### src/rtl/fakeram7_tdp_64x32_arbiter.sv
// Round-robin arbiter sharing one 64x32 true-dual-port fakeram7 macro.
// Grants up to two requesters per cycle (ports A/B) and routes read data back.
module fakeram7_tdp_64x32_arbiter #(
   parameter int NREQ       = 4,
   parameter int BITS       = 32,
   parameter int ADDR_WIDTH = 6,
   parameter int IDW        = $clog2(NREQ)
) (
   input  logic                       clk,
   input  logic                       rst,
   input  logic [NREQ-1:0]            req_valid,
   output logic [NREQ-1:0]            req_ready,
   input  logic [NREQ-1:0]            req_we,
   input  logic [NREQ*ADDR_WIDTH-1:0] req_addr,
   input  logic [NREQ*BITS-1:0]       req_wdata,
   input  logic [NREQ*BITS-1:0]       req_wmask,
   output logic [NREQ-1:0]            rsp_valid,
   output logic [NREQ*BITS-1:0]       rsp_data,
   output logic                       ram_ce_A,
   output logic                       ram_we_A,
   output logic [ADDR_WIDTH-1:0]      ram_addr_A,
   output logic [BITS-1:0]            ram_wd_A,
   output logic [BITS-1:0]            ram_wmask_A,
   input  logic [BITS-1:0]            ram_rd_A,
   output logic                       ram_ce_B,
   output logic                       ram_we_B,
   output logic [ADDR_WIDTH-1:0]      ram_addr_B,
   output logic [BITS-1:0]            ram_wd_B,
   output logic [BITS-1:0]            ram_wmask_B,
   input  logic [BITS-1:0]            ram_rd_B
);

   localparam logic [IDW:0] NREQ_W = (IDW+1)'(NREQ);

   logic [IDW-1:0]        rr_ptr;
   logic                  pend_a;
   logic                  pend_b;
   logic [IDW-1:0]        id_a;
   logic [IDW-1:0]        id_b;

   logic [ADDR_WIDTH-1:0] addr_v [NREQ];
   logic [BITS-1:0]       wd_v   [NREQ];
   logic [BITS-1:0]       wm_v   [NREQ];

   logic                  ga_vld;
   logic                  gb_vld;
   logic [IDW-1:0]        ga;
   logic [IDW-1:0]        gb;
   logic [IDW:0]          scan_sum;
   logic [IDW-1:0]        scan_idx;
   logic                  conflict;
   logic                  gb_gnt;
   logic [IDW-1:0]        last_gnt;
   logic [IDW:0]          nxt_sum;
   logic [IDW-1:0]        rr_nxt;

   // Split the flat request buses into per-requester fields
   always_comb begin
      for (int i = 0; i < NREQ; i++) begin
         addr_v[i] = req_addr[i*ADDR_WIDTH +: ADDR_WIDTH];
         wd_v[i]   = req_wdata[i*BITS +: BITS];
         wm_v[i]   = req_wmask[i*BITS +: BITS];
      end
   end

   // Scan from rr_ptr: first valid goes to port A, next valid to port B
   always_comb begin
      ga_vld   = 1'b0;
      gb_vld   = 1'b0;
      ga       = '0;
      gb       = '0;
      scan_sum = '0;
      scan_idx = '0;
      for (int k = 0; k < NREQ; k++) begin
         scan_sum = {1'b0, rr_ptr} + (IDW+1)'(k);
         if (scan_sum >= NREQ_W)
            scan_sum = scan_sum - NREQ_W;
         scan_idx = scan_sum[IDW-1:0];
         if (!rst && req_valid[scan_idx]) begin
            if (!ga_vld) begin
               ga_vld = 1'b1;
               ga     = scan_idx;
            end else if (!gb_vld) begin
               gb_vld = 1'b1;
               gb     = scan_idx;
            end
         end
      end
   end

   // Same-address pair involving a write is serialized: B waits
   assign conflict = ga_vld && gb_vld
                  && (addr_v[ga] == addr_v[gb])
                  && (req_we[ga] || req_we[gb]);
   assign gb_gnt   = gb_vld && !conflict;

   // Ready one-hot per granted requester
   always_comb begin
      req_ready = '0;
      if (ga_vld)
         req_ready[ga] = 1'b1;
      if (gb_gnt)
         req_ready[gb] = 1'b1;
   end

   // Drive both macro ports; idle ports get all-zero, never X
   always_comb begin
      ram_ce_A    = ga_vld;
      ram_we_A    = ga_vld ? req_we[ga] : 1'b0;
      ram_addr_A  = ga_vld ? addr_v[ga] : '0;
      ram_wd_A    = ga_vld ? wd_v[ga]   : '0;
      ram_wmask_A = ga_vld ? wm_v[ga]   : '0;
      ram_ce_B    = gb_gnt;
      ram_we_B    = gb_gnt ? req_we[gb] : 1'b0;
      ram_addr_B  = gb_gnt ? addr_v[gb] : '0;
      ram_wd_B    = gb_gnt ? wd_v[gb]   : '0;
      ram_wmask_B = gb_gnt ? wm_v[gb]   : '0;
   end

   // Next priority pointer: one past the last granted requester
   always_comb begin
      last_gnt = gb_gnt ? gb : ga;
      nxt_sum  = {1'b0, last_gnt} + (IDW+1)'(1);
      if (nxt_sum >= NREQ_W)
         nxt_sum = '0;
      rr_nxt   = nxt_sum[IDW-1:0];
   end

   // Pointer and pending-read tracking
   always_ff @(posedge clk) begin
      if (rst) begin
         rr_ptr <= '0;
         pend_a <= 1'b0;
         pend_b <= 1'b0;
         id_a   <= '0;
         id_b   <= '0;
      end else begin
         if (ga_vld)
            rr_ptr <= rr_nxt;
         pend_a <= ga_vld && !req_we[ga];
         pend_b <= gb_gnt && !req_we[gb];
         id_a   <= ga;
         id_b   <= gb;
      end
   end

   // Route registered macro read data back to the owning requester
   always_comb begin
      rsp_valid = '0;
      rsp_data  = '0;
      for (int i = 0; i < NREQ; i++) begin
         if (!rst && pend_a && (id_a == IDW'(i))) begin
            rsp_valid[i]             = 1'b1;
            rsp_data[i*BITS +: BITS] = ram_rd_A;
         end else if (!rst && pend_b && (id_b == IDW'(i))) begin
            rsp_valid[i]             = 1'b1;
            rsp_data[i*BITS +: BITS] = ram_rd_B;
         end
      end
   end

endmodule

### config.mk
export PLATFORM = sky130hd
export DESIGN_NAME = fakeram7_tdp_64x32_arbiter
export DESIGN_NICKNAME = d
export VERILOG_FILES = /design/src/rtl/fakeram7_tdp_64x32_arbiter.sv
export SDC_FILE = /design/constraint.sdc
export NUM_CORES = 1
export LEC_CHECK = 0
export ABC_AREA = 1
export BUFFER_PORTS_ARGS = -buffer_cell sky130_fd_sc_hd__buf_4
export CORE_AREA = 2 2 249 251
export DETAILED_ROUTE_END_ITERATION = 6
export DIE_AREA = 0 0 251 253
export PLACE_DENSITY = 0.4
export SYNTH_ARGS = -nofsm -noshare
export SYNTH_HDL_FRONTEND = slang
export SYNTH_SLANG_ARGS = --single-unit
### constraint.sdc
create_clock -name clk -period 3.9 [get_ports clk]
set_input_delay 0.195 -clock clk [delete_from_list [all_inputs] [get_ports clk]]
set_output_delay 0.195 -clock clk [all_outputs]
set_load 0.05 [all_outputs]
Word level (Yosys, flattened, before mapping)
Index checks and enable logic that the tools add are counted.
- register bits: 8
- bitwise gates (word level): 3
- equal/unequal tests: 7
- reductions and logical operators: 29
- $lt $le $gt $ge: 15
- multiplexer cells: 91
- add/subtract/negate cells: 8
- operators with widths (cell ; count):
    32-bit 2-to-1 mux ; 20
    32-bit binary-select mux with 2-bit select ; 4
    2-bit 2-to-1 mux ; 21
    6-bit 2-to-1 mux ; 6
    1-bit 2-to-1 mux ; 28
    6-bit binary-select mux with 2-bit select ; 2
    1-bit logical AND ; 22
    3-bit greater-or-equal comparator, second input constant ; 6
    2-bit by 3-bit less-than comparator with 1-bit output, second input constant ; 6
    1-bit binary-select mux with 2-bit select ; 6
    2-bit == test, second input constant ; 4
    4-bit 2-to-1 mux ; 2
    2-bit by 1-bit subtractor with 2-bit output, second input constant ; 4
    2-bit by 1-bit adder with 3-bit output, second input constant ; 2
    2-bit by 2-bit adder with 3-bit output, second input constant ; 2
    6-bit == test ; 1
    2-bit inverter with 3-bit output ; 2
    1-bit demux with 2-bit select ; 2
    2-bit by 1-bit == test with 1-bit output, second input constant ; 2
    2-bit by 1-bit greater-or-equal comparator with 1-bit output, second input constant ; 2
    1-bit zero test ; 4
    2-bit zero test ; 2
    4-bit OR ; 1
    2-bit by 3-bit greater-or-equal comparator with 1-bit output, second input constant ; 1
    1-bit logical OR ; 1

Longest topological paths before layout
- word-level depth: 27
- mapped depth: 31
- depth with buffers taken out: 29

Least setup slack after synthesis
OpenSTA, ideal clock, no wires.
- kind: flip-flop to output port
- start point: register rr_ptr[0]
- end point: output port req_ready[2]
- buffers on the path: 3
- path slack: 0.046 ns
- stages on the path, launching flop included: 26
- arrival: 3.659 ns
- required time: 3.705 ns
- cell sequence: dfxtp_1 > buf_6 > nand2_4 > nand3_1 > nand3_4 > inv_2 > ha_1 > inv_1 > nand3_1 > nand2_1 > nand2_1 > nand2_2 > nand2_4 > nand2_4 > buf_6 > nand2_1 > nand2_1 > nand2_1 > nand2_2 > nand3_1 > nand2_2 > nor2_2 > nand3_2 > nand2_4 > buf_6 > o21ai_0
- word-level cells in the longest chain between the ends: 24
- elaborated cells on any way between the ends: 84
- those cells by class: 7 x add/sub; 8 x order compare; 1 x eq/ne; 53 x mux; 3 x bitwise; 12 x reduce/logical
- ends and longest elaborated chain (what ; RTL line ; source):
    start, declared ; 35 ; logic [IDW-1:0] rr_ptr;
    start signal, assigned ; 139 ; rr_ptr <= rr_nxt;
    branches (longest 23 deep; another with 2-bit by 1-bit adder with 3-bit output) ; n/a ;
    4-bit 2-to-1 mux (*) ; 102 ; if (gb_gnt)
    end, declared ; 12 ; output logic [NREQ-1:0] req_ready,
Mark *: on every way between the ends. The select of a mux whose other input is x is not followed.

Worst setup path in the final report
- start point: register rr_ptr[0]
- end point: output port ram_wd_B[20]
- word-level cells in the longest chain between the ends: 24
- elaborated cells on any way between the ends: 75
- those cells by class: 7 x add/sub; 4 x order compare; 1 x eq/ne; 51 x mux; 2 x bitwise; 10 x reduce/logical
- ends and longest elaborated chain (what ; RTL line ; source):
    branches (longest 23 deep; another with 2-bit by 1-bit adder with 3-bit output) ; n/a ;
    32-bit 2-to-1 mux (*) ; 116 ; ram_wd_B = gb_gnt ? wd_v[gb] : '0;
    end, declared ; 28 ; output logic [BITS-1:0] ram_wd_B,
Marks and branches as above.

==> parameters.txt <==
Parameter                              Value

Worst setup path
  Startpoint type of the worst setup path    flip-flop
  Cell chain of the critical path    buf_12, nand2_1, nand2_2, nand2_1, nand3_4, nand3_2, nand2_2, nand3_4, nand2_8, inv_1, nand2_4, buf_12, buf_4, o22ai_1, nor3_2, buf_4
  Cell family with most CP delay    simple AND/OR/NAND/NOR gates
  Signal arrival time at the worst endpoint    ~3.5 ns
  Slowest stage delay, CP    0.37 ns
  Critical path type    reg2out
  Critical Path Slowest Stage Cell    sky130_fd_sc_hd__nor3_2
  Element type at the critical path end    primary output
  Required time reported for the critical path endpoint    3.70 ns
  Total buffers and inverters traversed by the critical path    5
  Maximum fanout count along the critical path    41

Logic synthesis
  Warning count from the yosys run    0
  Gate count of the mapped netlist    1142
  Number of register bits inferred by synthesis    8
  Mean Syn Cell Area    around 5.3 sq um
  Most used flip-flop cell after synthesis    sky130_fd_sc_hd__dfxtp_1
  Number of enable-type register cells in the synthesized netlist    0
  Area of the mapped netlist    between 0.006 and 0.007 sq mm
  Synthesized Nets    approximately 1500
  Sequential-to-total area share from yosys stat    2.63%
  Count of different cell masters after synthesis    35
  Synth async-reset ratio    0%

Place
  Dpl hpwl    46200 um
  I/O Buffers    633
  Final weighted congestion in routability-driven placement    roughly 0.90
  Area of placed instances    0.0120 sq mm

Timing
  Share of the clock period used by the worst path after layout    between 90% and 100%
  Minimum clock period after layout    3.68 ns
  Final Skew    just over 0.003 ns
  Final number of hold-violating endpoints    0
  Number of setup violations in the final report    0
  Hold Worst Slack    0.232 ns
  Final number of max-transition violations    0
  Upper clock frequency limit    272 MHz
  Pin slew with the least headroom to its limit    1.17 ns
  Remaining max-slew budget at the tightest pin    21.6%
  Unrepaired setup endpoints after global routing    true

Job
  Max-cap violations    0

Global route
  Number of global-route vias before repair    11700
  Global-route wire length before repair    79000 um
  Residual overflow from global routing    0
  Total track usage    ~17%
  Antenna violations before repair    13
  Largest net degree at the start of global routing    66

CTS
  Clock edge transition at the registers on the reported setup and hold paths    0.04 ns
  Clk sink count    8
  CTS tree    done
  Post-CTS Hold Buffers    0
  Number of clock buffers inserted by TritonCTS    3
  Root Buffer Master    sky130_fd_sc_hd__clkbuf_16
  Number of H-tree levels    1
  Clock latency of the later-clocked register in the worst-skew pair    0.23 ns
  Maximum buffer depth of the clock tree    2

Drt
  Drt total wl    59000 um
  Post-detailed-route DRC marker count    0
  DR vias/cell    4.66
  Total number of vias    11800
  Post-DR wirelength/cell    23.3 um
  Post-route antenna net violation count    0
  First-iteration detailed-routing DRC count    around 820
  Drt pass-1 iters    5

Floorplanning
  Die W    about 250 um
  Core outline area    0.0610 sq mm
  Die Area    0.0635 sq mm
  Boundary pin count    634
  Die Y-Extent    253 um
  Std-Cell Rows    91
  Starting utilization of the core area    under 10%

Final layout
  Total non-filler cell area in the finished layout    0.0124 sq mm
  Post-layout utilization of the core    20.2%
  Post-layout nets    between 2000 and 2500
  Fraction of final layout cells sized beyond drive strength 1    46.4%
  Synth-to-Final Area Change    103%

Status
  Status    finished clean

Min path
  Class of the worst hold path    in2reg
## cells by family (layout without fill, tap and decap cells)
group	Yosys count	in the layout	synth area share, %
AND/OR/NAND/NOR	487	490	39.2
AO/OA/AOI/OAI	409	409	41.5
buffers and inverters	236	829	16.3
flip-flops	8	8	2.63
adder cells (fa/ha/maj)	2	2	0.411
other	0	4	0
## what timing repair did
| item | 4_1_cts | 5_1_grt |
|---|---|---|
| endpoints found under the setup margin | 35 | 76 |
| hold endpoints to repair | 0 | 0 |
| pin swaps | 1 | 8 |
| setup buffers | 0 | 5 |
| resized for setup | 9 | 28 |
| cloned | 2 | 3 |
## through the flow
step                      setup TNS (ns)  setup slack (ns)  instances
after detailed placement          -0.151            -0.151       2516
final                                  0             0.219       2532
after CTS                        -0.0163          -0.00913       2520
after global placement            -0.142            -0.142       2516
after floorplan                        0            0.0456       1142
after global routing              -0.177           -0.0276       2531
## sequential cells by signal, summed over array words and instances (netlist names)
| register | count |
|---|---|
| pend_a | 1 |
| rr_ptr | 2 |
| id_a | 2 |
| id_b | 2 |
| pend_b | 1 |
## path summary, 6_finish.rpt
path             start           end  slack [ns]  cells past startpoint
max          rr_ptr[0]  ram_wd_B[20]        0.22                     16
min                rst       id_a[0]        0.23                      2
max reg2reg  rr_ptr[0]     rr_ptr[1]        0.51                     29
min reg2reg  rr_ptr[1]     rr_ptr[1]        0.68                      4
## metal layers
layer / vias to the layer above / share of wire, % / GRT usage, %
met5: - / 0.064 / 0
met4: 6 / 3.7 / 6.07
met3: 112 / 8.8 / 4.64
met2: 721 / 50 / 30.3
met1: 5589 / 37 / 18.5
li1: 5380 / - / -
## worst reg2reg max path, delay by kind of cell (launching register included)
kind | cells | cell delay (ns)
AOI/OAI and AO/OA | 1 | 0.16
buffers and inverters | 6 | 0.67
adders and majority gates | 1 | 0.27
and+or+nand+nor | 21 | 1.88
DFF | 1 | 0.34
## cell usage after synthesis (10+ instances only)
master                     number  area (sq um)
sky130_fd_sc_hd__buf_2         10          50.1
sky130_fd_sc_hd__clkbuf_1      86           323
sky130_fd_sc_hd__nor3_1        88           440
sky130_fd_sc_hd__inv_1        116           435
sky130_fd_sc_hd__nor3_2        20           200
sky130_fd_sc_hd__o22ai_1      290          1810
sky130_fd_sc_hd__nand2_2       12          75.1
sky130_fd_sc_hd__nor2_1        95           357
sky130_fd_sc_hd__nand2_1      171           642
sky130_fd_sc_hd__o21ai_1       12          60.1
sky130_fd_sc_hd__o221ai_1      24           210
sky130_fd_sc_hd__nand3_1       72           360
sky130_fd_sc_hd__o21ai_0       75           375
## cell type report
type / instances / area, sq um
Sequential cell: 8 / 163
Multi-Input combinational cell: 901 / 5160
Antenna cell: 4 / 10.0
Inverter: 126 / 485
Tap cell: 790 / 988
Timing Repair Buffer: 700 / 5480
Clock buffer: 3 / 75.1
Fill cell: 7071 / 48700
## placed cells by master, fill, tap and decap left out, types with 8 or more instances in the layout
| cell type | n |
|---|---|
| sky130_fd_sc_hd__buf_12 | 12 |
| sky130_fd_sc_hd__buf_4 | 683 |
| sky130_fd_sc_hd__inv_1 | 110 |
| sky130_fd_sc_hd__inv_2 | 8 |
| sky130_fd_sc_hd__nand2_1 | 163 |
| sky130_fd_sc_hd__nand2_2 | 16 |
| sky130_fd_sc_hd__nand2_4 | 9 |
| sky130_fd_sc_hd__nand3_1 | 69 |
| sky130_fd_sc_hd__nand3_2 | 11 |
| sky130_fd_sc_hd__nor2_1 | 95 |
| sky130_fd_sc_hd__nor3_1 | 74 |
| sky130_fd_sc_hd__nor3_2 | 32 |
| sky130_fd_sc_hd__o21ai_0 | 75 |
| sky130_fd_sc_hd__o21ai_1 | 12 |
| sky130_fd_sc_hd__o221ai_1 | 24 |
| sky130_fd_sc_hd__o22ai_1 | 290 |
Power is left out: the tool's default activity adds up to more than one toggle a clock period on the data nets, which glitch-free logic cannot reach.
